===== config.mk =====
export PLATFORM = sky130hd
export DESIGN_NAME = wave_streamer
export DESIGN_NICKNAME = d
export VERILOG_FILES = /design/src/rtl/wave_streamer.sv
export SDC_FILE = /design/constraint.sdc
export NUM_CORES = 1
export LEC_CHECK = 0
export CAP_MARGIN = 40
export CORE_MARGIN = 5
export CORE_UTILIZATION = 40
export DETAILED_ROUTE_END_ITERATION = 10
export PLACE_DENSITY = 0.67
export SYNTH_ARGS = -nofsm -noshare
export SYNTH_HDL_FRONTEND = slang
export SYNTH_SLANG_ARGS = --single-unit

===== constraint.sdc =====
create_clock -name clk -period 4.44 [get_ports clk]
set_input_delay 1.332 -clock clk [delete_from_list [all_inputs] [get_ports clk]]
set_output_delay 1.332 -clock clk [all_outputs]
set_load 0.02 [all_outputs]

===== src/rtl/wave_streamer.sv =====
// Streams one waveform frame (header, NCH*DEPTH samples, checksum trailer) from a
// synchronous waveform RAM, prefetching through a 2-entry skid buffer.
//
// Output handshake: a word transfers on a rising edge where out_valid and
// out_ready are both high; out_valid never looks at out_ready, and a presented
// word (out_data/out_last) holds until it transfers.
module wave_streamer #(
  parameter int SAMPLE_W = 14,
  parameter int DEPTH    = 1000,
  parameter int NCH      = 1,
  parameter int OUT_W    = 16,
  parameter int SIGNED   = 0,
  localparam int AW      = (DEPTH > 1) ? $clog2(DEPTH) : 1,
  localparam int CHW     = $clog2((NCH > 2) ? NCH : 2)
) (
  input  logic                clk,
  input  logic                reset,
  input  logic                start,
  input  logic [15:0]         wavenum,
  output logic                busy,
  output logic [CHW-1:0]      rd_ch,
  output logic [AW-1:0]       rd_addr,
  output logic                rd_en,
  input  logic [SAMPLE_W-1:0] rd_data,
  output logic [OUT_W-1:0]    out_data,
  output logic                out_valid,
  input  logic                out_ready,
  output logic                out_last,
  output logic [15:0]         lastwavenum,
  output logic [1:0]          dbg_state
);

  localparam logic [1:0] S_IDLE = 2'd0;
  localparam logic [1:0] S_HDR  = 2'd1;
  localparam logic [1:0] S_SAMP = 2'd2;
  localparam logic [1:0] S_TRL  = 2'd3;

  localparam int TOTAL = NCH * DEPTH;
  localparam int CW    = $clog2(TOTAL + 1);

  localparam logic [AW-1:0]  LAST_ADDR = AW'(DEPTH - 1);
  localparam logic [CHW-1:0] LAST_CH   = CHW'(NCH - 1);
  localparam logic [CW-1:0]  LAST_SAMP = CW'(TOTAL - 1);

  logic [1:0]       state_q, state_d;
  logic [15:0]      wav_q, wav_d;
  logic [15:0]      last_wav_q, last_wav_d;
  logic [15:0]      csum_q, csum_d;
  logic [CW-1:0]    pcnt_q, pcnt_d;

  logic             rd_en_q, rd_en_d;
  logic [AW-1:0]    rd_addr_q, rd_addr_d;
  logic [CHW-1:0]   rd_ch_q, rd_ch_d;
  logic [AW-1:0]    nxt_addr_q, nxt_addr_d;
  logic [CHW-1:0]   nxt_ch_q, nxt_ch_d;
  logic             rd_done_q, rd_done_d;
  logic             infl_q;

  logic [OUT_W-1:0] buf_q [2];
  logic             wptr_q, rptr_q;
  logic [1:0]       cnt_q, cnt_d;

  logic [OUT_W-1:0] ext_data;
  logic [OUT_W-1:0] samp_word;
  logic             samp_avail;
  logic             valid_c;
  logic [OUT_W-1:0] data_c;
  logic             hs;
  logic             pop;
  logic             push;
  logic             buf_pop;
  logic             can_prefetch;
  logic [2:0]       occ;
  logic             issue;

  function automatic logic [OUT_W-1:0] extend(input logic [SAMPLE_W-1:0] s);
    logic [OUT_W-1:0] r;
    r = '0;
    r[SAMPLE_W-1:0] = s;
    if (SIGNED != 0) begin
      for (int i = SAMPLE_W; i < OUT_W; i++) r[i] = s[SAMPLE_W-1];
    end
    return r;
  endfunction

  assign ext_data = extend(rd_data);

  // Head sample is the oldest buffered entry, or the RAM return itself when the
  // buffer is empty, which keeps the stream at one word per cycle.
  assign samp_avail = (cnt_q != 2'd0) || infl_q;
  assign samp_word  = (cnt_q != 2'd0) ? buf_q[rptr_q] : ext_data;

  always_comb begin
    valid_c = 1'b0;
    data_c  = '0;
    case (state_q)
      S_HDR: begin
        valid_c = 1'b1;
        data_c  = OUT_W'(wav_q);
      end
      S_SAMP: begin
        valid_c = samp_avail;
        data_c  = samp_word;
      end
      S_TRL: begin
        valid_c = 1'b1;
        data_c  = OUT_W'(csum_q);
      end
      default: begin
        valid_c = 1'b0;
        data_c  = '0;
      end
    endcase
  end

  assign hs      = valid_c && out_ready;
  assign pop     = (state_q == S_SAMP) && hs;
  assign push    = infl_q && !(pop && (cnt_q == 2'd0));
  assign buf_pop = pop && (cnt_q != 2'd0);

  // A read may issue only if buffered + in-flight + current read, after this
  // cycle's pop, leaves room for one more entry.
  assign can_prefetch = ((state_q == S_IDLE) && start) ||
                        (((state_q == S_HDR) || (state_q == S_SAMP)) && !rd_done_q);
  assign occ   = {1'b0, cnt_q} + {2'b00, infl_q} + {2'b00, rd_en_q} - {2'b00, pop};
  assign issue = can_prefetch && (occ <= 3'd1);

  always_comb begin
    state_d    = state_q;
    wav_d      = wav_q;
    last_wav_d = last_wav_q;
    csum_d     = csum_q;
    pcnt_d     = pcnt_q;
    rd_en_d    = 1'b0;
    rd_addr_d  = rd_addr_q;
    rd_ch_d    = rd_ch_q;
    nxt_addr_d = nxt_addr_q;
    nxt_ch_d   = nxt_ch_q;
    rd_done_d  = rd_done_q;
    cnt_d      = cnt_q + {1'b0, push} - {1'b0, buf_pop};

    if (issue) begin
      rd_en_d   = 1'b1;
      rd_addr_d = nxt_addr_q;
      rd_ch_d   = nxt_ch_q;
      if (nxt_addr_q == LAST_ADDR) begin
        nxt_addr_d = '0;
        if (nxt_ch_q == LAST_CH) rd_done_d = 1'b1;
        else nxt_ch_d = nxt_ch_q + CHW'(1);
      end else begin
        nxt_addr_d = nxt_addr_q + AW'(1);
      end
    end

    case (state_q)
      S_IDLE: begin
        if (start) begin
          wav_d   = wavenum;
          csum_d  = '0;
          pcnt_d  = '0;
          state_d = S_HDR;
        end
      end
      S_HDR: begin
        if (hs) state_d = S_SAMP;
      end
      S_SAMP: begin
        if (pop) begin
          csum_d = csum_q + 16'(samp_word);
          pcnt_d = pcnt_q + CW'(1);
          if (pcnt_q == LAST_SAMP) begin
            pcnt_d  = '0;
            state_d = S_TRL;
          end
        end
      end
      S_TRL: begin
        if (hs) begin
          last_wav_d = wav_q;
          nxt_addr_d = '0;
          nxt_ch_d   = '0;
          rd_done_d  = 1'b0;
          state_d    = S_IDLE;
        end
      end
      default: state_d = S_IDLE;
    endcase
  end

  always_ff @(posedge clk) begin
    if (reset) begin
      state_q    <= S_IDLE;
      wav_q      <= '0;
      last_wav_q <= 16'hFFFF;
      csum_q     <= '0;
      pcnt_q     <= '0;
      rd_en_q    <= 1'b0;
      rd_addr_q  <= '0;
      rd_ch_q    <= '0;
      nxt_addr_q <= '0;
      nxt_ch_q   <= '0;
      rd_done_q  <= 1'b0;
      infl_q     <= 1'b0;
      buf_q[0]   <= '0;
      buf_q[1]   <= '0;
      wptr_q     <= 1'b0;
      rptr_q     <= 1'b0;
      cnt_q      <= 2'd0;
    end else begin
      state_q    <= state_d;
      wav_q      <= wav_d;
      last_wav_q <= last_wav_d;
      csum_q     <= csum_d;
      pcnt_q     <= pcnt_d;
      rd_en_q    <= rd_en_d;
      rd_addr_q  <= rd_addr_d;
      rd_ch_q    <= rd_ch_d;
      nxt_addr_q <= nxt_addr_d;
      nxt_ch_q   <= nxt_ch_d;
      rd_done_q  <= rd_done_d;
      infl_q     <= rd_en_q;
      cnt_q      <= cnt_d;
      if (push) begin
        buf_q[wptr_q] <= ext_data;
        wptr_q        <= ~wptr_q;
      end
      if (buf_pop) rptr_q <= ~rptr_q;
    end
  end

  assign busy        = (state_q != S_IDLE);
  assign rd_en       = rd_en_q;
  assign rd_addr     = rd_addr_q;
  assign rd_ch       = rd_ch_q;
  assign out_valid   = valid_c;
  assign out_data    = data_c;
  assign out_last    = (state_q == S_TRL);
  assign lastwavenum = last_wav_q;
  assign dbg_state   = state_q;

endmodule


==> results.py <==
metrics = {
    "placed_design": {
        "hpwl_um": 10900,
        "place.gp.congestion": 0.939,
        "dp.cells": 889,
        "port_buffers": 82,
    },
    "yosys": {
        "syn_area_per_cell_um2": 9.28,
        "ys.flop_type": "dfxtp_1",
        "netlist_top_cells_count": "dfxtp_1 (90), nor2_1 (87), nand2_1 (53)",
        "ys_warn_count": 0,
        "async_reset_ff_share_pct": 0,
        "synth_top_area_share_pct": 30.3,
        "synth_cells": 640,
        "synth_top_area_cell": "dfxtp_1",
        "yosysSeqAreaShare_pct": 44.5,
        "synthDistinctLibCells": 64,
        "synth_nets": 701,
        "synth.most_common_cell": "dfxtp_1",
        "ys_top_cells_by_area": "dfxtp_1 (30%), edfxtp_1 (14%), nor2_1 (5.5%)",
        "netlist_area_um2": 5940,
        "synth-seq-cells": 118,
        "synth-edff-count": 28,
    },
    "detailed_routing": {
        "drt_iter0_markers": 368,
        "final_antenna_net_count": 0,
        "dr.pass1.iters": 6,
        "route.detailed.drc": 0,
        "post_drt_wl_per_cell_um": 16.6,
        "vias_per_cell": 5.42,
        "wirelength_um": 15300,
        "vias": 4983,
    },
    "cells_and_area": {
        "drive_above_1_share_pct": 10.2,
        "area_growth_pct": 28.8,
        "nNetsFinal": 785,
        "n_antenna_cell": 0,
        "final_cells": 920,
    },
    "clock_tree": {
        "tritoncts": "built",
        "cts_setup_buffers": 0,
        "clk_latency_ns": 0.41,
        "clock-root-buffer": "clkbuf_16",
        "cts_buffers": 17,
        "path_clk_slew_ns": 0.05,
        "clock_sinks": 118,
        "cts_buffer_depth": 2,
        "h-tree-depth": 4,
    },
    "grt": {
        "antenna_found_initial": 0,
        "grt_usage_pct": 17.7,
        "grt_pass1_vias": 5076,
        "grt_overflow": 0,
        "grt_max_degree": 32,
        "grt_first_pass_wirelength_um": 25100,
    },
    "die": {
        "core_area_um2": 14500,
        "die_h_um": 132,
        "die_area_um2": 17400,
        "initial_core_util_pct": 40.9,
        "die_w_um": 132,
        "row_count": 44,
        "io-pin-count": 83,
    },
    "outcome": {
        "status": "finished clean",
    },
    "pwr": {
        "power_density_nw_per_um2": 537,
        "finalPower_w": 0.00411,
        "p_leak_nw": 3.09,
        "vdd_ir_drop_max_mv": 0.476,
    },
    "job": {
        "cap_violations": 0,
    },
    "worst_setup_path": {
        "cp-endpoint": "out_data[5]",
        "r2r-start": "dbg_state[1]$_SDFFE_PP0P_",
        "rr_endpoint": "nxt_addr_q[6]$_SDFF_PP0_",
        "cp.arrival_ns": 3.01,
        "path_class": "in -> out",
        "worstPathRequired_ns": 3.11,
        "end_kind": "primary output",
        "r2r_cells": 13,
        "path_max_fanout": 3,
        "crit_start": "rd_data[5]",
        "cp-start-kind": "input pin",
        "r2r_slack_ns": 0.66,
    },
    "timing": {
        "maxSlewHeadroom_pct": 48.1,
        "rsz0062_at_grt": "false",
        "period_share_pct": 97.9,
        "worst_slew_pin_slew_ns": 0.778,
        "hold_viol": 0,
        "slew_viol_final": 0,
        "fmax_mhz": 230,
        "post-route-min-period_ns": 4.35,
        "skew_ns": 0.00859,
        "setup_viol": 0,
    },
    "worst_hold_path": {
        "hp-class": "reg -> reg",
    },
}
[layout by cell type, fill, tap and decap left out, types with 6 or more instances in the layout]
cell	count
a21oi_1	46
mux2i_1	27
xor2_1	11
xnor2_1	12
and2_1	29
ha_1	24
nand3_1	14
a22o_1	7
edfxtp_1	28
buf_4	21
a211o_1	17
inv_1	16
dfxtp_1	90
nand4_1	6
and3_1	22
o21ai_0	12
dlymetal6s2s_1	6
a22oi_1	10
clkbuf_16	17
clkdlybuf4s50_1	75
a21oi_2	6
nand2_1	53
nor2_1	87
a222oi_1	14
[power breakdown]
part           internal [W]  switching, W  total [W]
registers           0.00121     0.0000827    0.00129
clock network      0.000990      0.000460    0.00145
logic              0.000525      0.000842    0.00137
total               0.00272       0.00138    0.00411
[worst min-delay path by stage]
stage | to | start | cells past startpoint | slack, ns
after floorplan | rd_done_q$_SDFF_PP0_ | rd_done_q$_SDFF_PP0_ | 1 | 0.43
after global placement | rd_done_q$_SDFF_PP0_ | rd_done_q$_SDFF_PP0_ | 1 | 0.44
after detailed placement | lastwavenum[7]$_SDFFE_PP1P_ | lastwavenum[7]$_SDFFE_PP1P_ | 1 | 0.45
after CTS | lastwavenum[7]$_SDFFE_PP1P_ | lastwavenum[7]$_SDFFE_PP1P_ | 1 | 0.46
after global routing | lastwavenum[1]$_SDFFE_PP1P_ | lastwavenum[1]$_SDFFE_PP1P_ | 1 | 0.48
final | lastwavenum[7]$_SDFFE_PP1P_ | lastwavenum[7]$_SDFFE_PP1P_ | 1 | 0.46
[kinds of logic after synthesis]
group | Yosys count | synth area share, %
AND/OR/NAND/NOR | 242 | 19.7
XOR/XNOR | 23 | 3.39
buffers and inverters | 54 | 3.62
AO/OA/AOI/OAI | 148 | 18.0
flip-flops | 118 | 44.5
adder cells (fa/ha/maj) | 27 | 6.06
multiplexers | 28 | 4.74
[what timing repair did]
item | 4_1_cts | 5_1_grt
endpoints found under the setup margin | 1 | 10
hold buffers | 0 | 0
gates resized for setup | 1 | 10
[sequential cells by signal, summed over array words and instances, names as in the netlist, 2 cells and up, named ones only]
name         cells
nxt_addr_q      10
lastwavenum     16
buf_q           28
csum_q          16
pcnt_q          10
dbg_state        2
rd_addr         10
wav_q           16
cnt_q            2
[worst max-delay path, stage by stage]
cell and delay, ns:
clkdlybuf4s50_1 0.52, nor2_1 0.06, a21oi_1 0.20, a222oi_1 0.14
nor2_1 0.15, clkdlybuf4s50_1 0.62
[stage by stage]
stage	hold WS (ns)	setup TNS, ns	cell area [µm²]	util, %	setup WS (ns)
2_1_floorplan	0.432	0	5940	-	0.547
3_3_place_gp	0.442	0	6990	48.1	0.0130
3_5_place_dp	0.452	-0.0382	6990	48.1	-0.0220
4_1_cts	0.464	0	7630	52.5	0.0150
5_1_grt	0.480	0	7660	52.7	0.00993
6_report	0.461	0	7660	52.7	0.0935
[layer usage]
layer / part of all wire [%] / GRT usage (%) / up-vias
li1: - / - / 2461
met5: 0 / 0 / -
met1: 43 / 21.1 / 2364
met4: 1.8 / 6.69 / 0
met2: 49 / 29.2 / 134
met3: 6.8 / 6.15 / 24
[area by class of cell]
| class | instances | area [µm²] |
|---|---|---|
| inverter | 16 | 60.1 |
| timing repair buffer | 103 | 988 |
| clock inverter | 9 | 148 |
| clock buffer | 22 | 484 |
| fill | 1309 | 6880 |
| sequential | 118 | 2640 |
| multi-input combinational | 468 | 3100 |
| tap | 184 | 230 |
Power figures use the tool's default switching activity.
